`config.mk`:
```
export PLATFORM = sky130hd
export DESIGN_NAME = ls163_seq_ctrl
export DESIGN_NICKNAME = d
export VERILOG_FILES = /design/src/rtl/ls163_seq_ctrl.sv
export SDC_FILE = /design/constraint.sdc
export NUM_CORES = 1
export LEC_CHECK = 0
export ABC_AREA = 1
export CAP_MARGIN = 20
export CORE_MARGIN = 5
export CORE_UTILIZATION = 47
export CTS_BUF_LIST = sky130_fd_sc_hd__clkbuf_4 sky130_fd_sc_hd__clkbuf_8
export CTS_CLUSTER_SIZE = 30
export DETAILED_ROUTE_END_ITERATION = 16
export GPL_TIMING_DRIVEN = 0
export PLACE_DENSITY = 0.92
export SLEW_MARGIN = 20
export SYNTH_ARGS = -nofsm -noshare
export SYNTH_HDL_FRONTEND = slang
export SYNTH_SLANG_ARGS = --single-unit
```
`constraint.sdc`:
```
create_clock -name i_clk -period 2.1 [get_ports i_clk]
set_input_delay 0.42 -clock i_clk [delete_from_list [all_inputs] [get_ports i_clk]]
set_output_delay 0.42 -clock i_clk [all_outputs]
set_load 0.1 [all_outputs]
```
`src/rtl/ls163_seq_ctrl.sv`:
```
// Sequencer for a 74LS163-style 4-bit counter: loads a latched preset, counts up to a
// latched terminal value for a programmable number of passes, with run/pause/step/abort.
module ls163_seq_ctrl #(
   parameter int W = 4
) (
   input  logic         i_clk,
   input  logic         i_rst_n,
   input  logic         i_start,
   input  logic         i_stop,
   input  logic         i_step,
   input  logic         i_abort,
   input  logic [W-1:0] i_preset,
   input  logic [W-1:0] i_term,
   input  logic [3:0]   i_loops,
   input  logic [W-1:0] i_q,
   output logic         o_ld_n,
   output logic         o_enp,
   output logic         o_ent,
   output logic         o_cnt_clr_n,
   output logic [W-1:0] o_data,
   output logic [3:0]   o_pass_cnt,
   output logic         o_busy,
   output logic         o_done
);

   typedef enum logic [2:0] {
      S_IDLE,
      S_LOAD,
      S_RUN,
      S_PAUSE,
      S_DONE,
      S_CLEAR
   } state_t;

   typedef enum logic [2:0] {
      C_NONE,
      C_STEP,
      C_START,
      C_STOP,
      C_ABORT
   } cmd_t;

   state_t       r_state;
   state_t       w_next;
   cmd_t         w_cmd;
   logic [W-1:0] r_preset;
   logic [W-1:0] r_term;
   logic [3:0]   r_loops;
   logic [3:0]   r_pass_cnt;
   logic         w_terminal;
   logic         w_last;
   logic         w_advance;
   logic         w_latch;
   logic         w_pass_inc;
   logic         w_ld_n;
   logic         w_en;
   logic         w_clr_n;

   // Only the highest-priority command asserted this cycle is considered.
   always_comb begin
      w_cmd = C_NONE;
      if (i_abort)      w_cmd = C_ABORT;
      else if (i_stop)  w_cmd = C_STOP;
      else if (i_start) w_cmd = C_START;
      else if (i_step)  w_cmd = C_STEP;
   end

   assign w_terminal = (i_q == r_term);
   assign w_last     = (r_loops != 4'd0) && ((r_pass_cnt + 4'd1) == r_loops);

   always_comb begin
      w_next     = r_state;
      w_ld_n     = 1'b1;
      w_en       = 1'b0;
      w_clr_n    = 1'b1;
      w_latch    = 1'b0;
      w_pass_inc = 1'b0;
      w_advance  = 1'b0;
      case (r_state)
         S_IDLE: begin
            if (w_cmd == C_START) begin
               w_latch = 1'b1;
               w_next  = S_LOAD;
            end
         end
         S_LOAD: begin
            if (w_cmd == C_ABORT) begin
               w_next = S_CLEAR;
            end else begin
               w_ld_n = 1'b0;
               w_next = S_RUN;
            end
         end
         S_RUN: begin
            if (w_cmd == C_ABORT)     w_next = S_CLEAR;
            else if (w_cmd == C_STOP) w_next = S_PAUSE;
            else                      w_advance = 1'b1;
         end
         S_PAUSE: begin
            if (w_cmd == C_ABORT)      w_next = S_CLEAR;
            else if (w_cmd == C_START) w_next = S_RUN;
            else if (w_cmd == C_STEP)  w_advance = 1'b1;
         end
         S_DONE: begin
            if (w_cmd == C_ABORT) begin
               w_next = S_CLEAR;
            end else if (w_cmd == C_START) begin
               w_latch = 1'b1;
               w_next  = S_LOAD;
            end
         end
         S_CLEAR: begin
            w_clr_n = 1'b0;
            w_next  = S_IDLE;
         end
         default: w_next = S_IDLE;
      endcase

      // A counting cycle: reload at the terminal value, or stop there on the final pass.
      if (w_advance) begin
         if (w_terminal) begin
            w_pass_inc = 1'b1;
            if (w_last) w_next = S_DONE;
            else        w_ld_n = 1'b0;
         end else begin
            w_en = 1'b1;
         end
      end
   end

   always_ff @(posedge i_clk or negedge i_rst_n) begin
      if (!i_rst_n) begin
         r_state    <= S_IDLE;
         r_preset   <= '0;
         r_term     <= '0;
         r_loops    <= '0;
         r_pass_cnt <= '0;
      end else begin
         r_state <= w_next;
         if (w_latch) begin
            r_preset   <= i_preset;
            r_term     <= i_term;
            r_loops    <= i_loops;
            r_pass_cnt <= '0;
         end else if (w_pass_inc) begin
            r_pass_cnt <= r_pass_cnt + 4'd1;
         end
      end
   end

   assign o_ld_n      = w_ld_n;
   assign o_enp       = w_en;
   assign o_ent       = w_en;
   assign o_cnt_clr_n = w_clr_n;
   assign o_data      = r_preset;
   assign o_pass_cnt  = r_pass_cnt;
   assign o_busy      = (r_state == S_LOAD) || (r_state == S_RUN) || (r_state == S_PAUSE);
   assign o_done      = (r_state == S_DONE);

endmodule

```
* Yosys cells after proc, flatten, opt, wreduce, memory -nomap -nowiden
Index checks and enable logic that the tools add are counted.
Storage, ports and cells: word-level logic and storage cells 59, flip-flop bits (word level) 19, output and inout port bits 14, input port bits 22
Cells by class: muxes and demuxes 36, reduce and logical (&&, ||, !) cells 6, add/subtract/negate cells 1, eq/ne operators 11
Operator list (number):
- $mux 3 | 11
- $mux 1 | 18
- $pmux 3 s5 | 1
- $eq 3x2->1 const B | 4
- $eq 3x3->1 const B | 3
- $eq 4x4->1 | 2
- $mux 4 | 2
- $eq 3x1->1 const B | 2
- $add 4x1->4 const B | 1
- $mux 2 | 2
- $pmux 1 s2 | 2
- $reduce_bool 4->1 | 1
- $logic_not 3->1 | 1
- $logic_or 1x1->1 | 2
- $reduce_bool 2->1 | 1
- $logic_and 1x1->1 | 1

* Depth between registers and ports, before layout
depth in word-level cells 12, mapped depth 9, gate-level depth less buffers 9

* Worst setup path before layout
OpenSTA, ideal clock, no wires.
kind register to output, from register r_pass_cnt[0], in the netlist o_pass_cnt[0], to output port o_ld_n, slack -1561 ps, cell stages (with the launch flop) 7, arrival time 3241 ps, path buffers 0, data required time 1680 ps, cell sequence dfrtp_1 -> ha_1 -> xnor2_1 -> nand2_1 -> nor2_1 -> nand3_1 -> a21oi_1
On the way: word-level cells in the longest chain between the ends 6
RTL lines:
- from (decl) | RTL line 49 | logic [3:0] r_pass_cnt;
- from (signal assigned) | RTL line 146 | r_pass_cnt <= r_pass_cnt + 4'd1;
- $add 4x1->4 | RTL line 69 | assign w_last = (r_loops != 4'd0) && ((r_pass_cnt + 4'd1) == r_loops);
- $eq 4x4->1 | RTL line 69
- $logic_and 1x1->1 | RTL line 69
- $mux 1 | RTL line 123 | if (w_last) w_next = S_DONE;
- $mux 1 | RTL line 121 | if (w_terminal) begin
- $mux 1 | RTL line 120 | if (w_advance) begin
- to (decl) | RTL line 16 | output logic o_ld_n,
Every way passes these cells.

* Worst setup path in the final report
Same ends and word-level chain as after synthesis.

==> impl_metrics.tcl <==
set metrics [dict create \
    arrival_ns 1.94 \
    synth_edf_count 0 \
    postRouteAntennaNets 0 \
    path_max_fanout 4 \
    grt_pass1_vias 1185 \
    wirelength_mm 4.29 \
    r2r-end "r_state[0]" \
    yosys.area.top_type_share_pct 43.0 \
    cts_root_buf "clkbuf_4" \
    synthFlopType "dfrtp_1" \
    hold_start "o_data[3]" \
    grt_max_degree 20 \
    grt_use_total_pct 23.2 \
    slew_viol_final 0 \
    gr-total-overflow 0 \
    critical_path.slowest_cell "dfrtp_4" \
    cpPeakStageDelay_ns 0.52 \
    num_rows 17 \
    tritoncts "built" \
    path_delay_family "flip-flops" \
    dr.pass1.iters 5 \
    setup_viol 2 \
    slew_headroom_pct 35.0 \
    drt-initial-drc-count 46 \
    num_vias 1216 \
    dp_hpwl_mm 2.23 \
    fmax_mhz 423 \
    ys_seq_elements 19 \
    initial_core_util_pct 49.5 \
    via_per_inst 5.79 \
    gp_congestion 0.852 \
    syn-instance-count 127 \
    drv_cap 0 \
    n_antenna_cell 0 \
    die_area_sq_um 3420 \
    drive_above_1_share_pct 40.1 \
    io_pins 36 \
    synth_area_leaders "dfrtp_1 (43%), mux2_4 (12%), nand2_1 (8.8%)" \
    htreeDepth 1 \
    min_path_type "register to register" \
    wl_per_cell_um 20.4 \
    syn_to_final_growth_pct 61.3 \
    syn-num-nets 150 \
    fin_ws_ns -0.263 \
    worstMarginPinSlew_ns 0.979 \
    leakage_uw 0.000916 \
    grt_pass1_wl_mm 6.00 \
    path_cells "ha_4, xnor2_2, nand2_1, nor2_2, nand3_2, a21oi_4, buf_12" \
    endpoint "o_ld_n" \
    r2r_start "r_state[2]" \
    worst-path-stages 7 \
    synth_area_leader_cell "dfrtp_1" \
    yosysMostFrequentCell "nand2_1" \
    fin_total_pwr_uw 2370 \
    post-route-period-util_pct 113 \
    synth_warnings 0 \
    powerDensity_nw_per_um2 1330 \
    grt_setup_unrepaired "yes" \
    reg2reg_depth 11 \
    setup-tns-final_ns -0.293 \
    die_h_um 58.5 \
    synth.avg_cell_area_sq_um 8.71 \
    violations "setup timing" \
    ir_drop_mv 1.09 \
    core-area_sq_um 2230 \
    syn_area_sq_um 1110 \
    clkLatencyLatePin_ns 0.30 \
    path_class "register to primary output" \
    hold_viol_final 0 \
    nNetsFinal 206 \
    fillerInstances 114 \
    start_kind "register" \
    fin_util_pct 79.9 \
    crit_required_ns 1.68 \
    cts_sinks 19 \
    r2r_setup_slack_ns 0.25 \
    async_reset_ff_share_pct 100 \
    cts_buffers 3 \
    synthTopCellsByCount "nand2_1 (26), dfrtp_1 (19), nor2_1 (17)" \
    ctsHoldBuffers 0 \
    post-route-min-period_ns 2.36 \
    status "finished with violations" \
    numPortBuffers 35 \
    holdWs_ns 0.541 \
    die_width_um 58.5 \
    finalClockSkew_ns 0.00136 \
    antenna_found_initial 0 \
    drc 0 \
    cp_num_buf_inv 1 \
    startpoint "o_pass_cnt[0]" \
    cp-end-kind "primary output" \
    clkTransAtPathRegs_ns 0.11 \
    yosysSeqAreaShare_pct 43.0 \
    ctsLongestPathBuffers 2 \
    synth_cell_types 23 \
]
power by group:
part           switching [uW]  internal (uW)  total (uW)
registers                 166            513         679
logic                     992            485        1480
clock network             122           87.1         209
total                    1280           1090        2370
layout make-up:
cell class	count	area [sq um]	area share, %
flip-flops and latches	19	489	27.4
multi-input cells	93	644	36.1
well taps	28	35.0	1.96
plain buffers	3	36.3	2.03
clock buffers	4	30.0	1.68
repair buffers	52	508	28.5
inverters	11	41.3	2.31
registers in the layout, indices dropped and copies added, names as in the netlist:
name,cells
r_state,3
r_term,4
r_loops,4
o_data,4
o_pass_cnt,4
metrics by stage:
| step | instances | setup WS [ns] | cell area, sq um |
|---|---|---|---|
| floorplan | 127 | -0.276 | 1170 |
| global placement | 190 | -1.14 | 1550 |
| detailed placement | 190 | -1.21 | 1550 |
| CTS | 204 | -0.192 | 1690 |
| global route | 210 | -0.344 | 1780 |
| finish | 210 | -0.263 | 1780 |
placed cells by master (no fill, tap or decap), types with 3 or more instances in the layout:
master           netlist  routed
a21oi_1                7       4
buf_12                 0       3
buf_4                  1      17
clkbuf_4               0       4
clkdlybuf4s50_1        0      13
dfrtp_1               19      12
dfrtp_2                0       5
dlygate4sd2_1          0       8
dlymetal6s2s_1         0       6
inv_1                  9       7
inv_2                  2       4
mux2_4                 9       9
nand2_1               26      25
nand3_1               12      11
nand3_2                2       3
nor2_1                17      13
nor2_2                 4       7
o21ai_0                3       3
routing by layer:
metal  vias up  global-route usage [%]  part of all wire, %
met2       102                    40.4                   48
met5         -                       0                    0
li1        518                       -                    -
met1       571                    25.8                   38
met3        25                    7.24                  9.6
met4         0                    10.3                  4.6
worst min path at each step:
stage | slack (ns) | to | depth (start not counted)
6_report | 0.54 | o_data[3] | 1
5_1_grt | 0.57 | o_data[3] | 1
4_1_cts | 0.53 | o_data[1] | 1
3_5_place_dp | 0.49 | o_data[1] | 1
3_3_place_gp | 0.50 | o_data[0] | 1
2_1_floorplan | 0.12 | o_data[0] | 0
cells by family (layout without fill, tap and decap cells):
logic type	count (synthesis)	in the layout	synth area share, %
xor gates and xnor gates	5	5	3.96
DFF	19	19	43.0
and+or+nand+nor	65	65	26.9
adders and majority gates	1	1	1.13
buffers and inverters	15	70	6.34
muxes	10	10	13.2
AOI/OAI and AO/OA	12	12	5.43
repair_timing:
action	4_1_cts	5_1_grt
gates resized for setup	49	25
endpoints found under the setup margin	14	4
setup buffers	10	7
pin swaps	7	11
No activity file was read; power rests on OpenSTA's default activity.
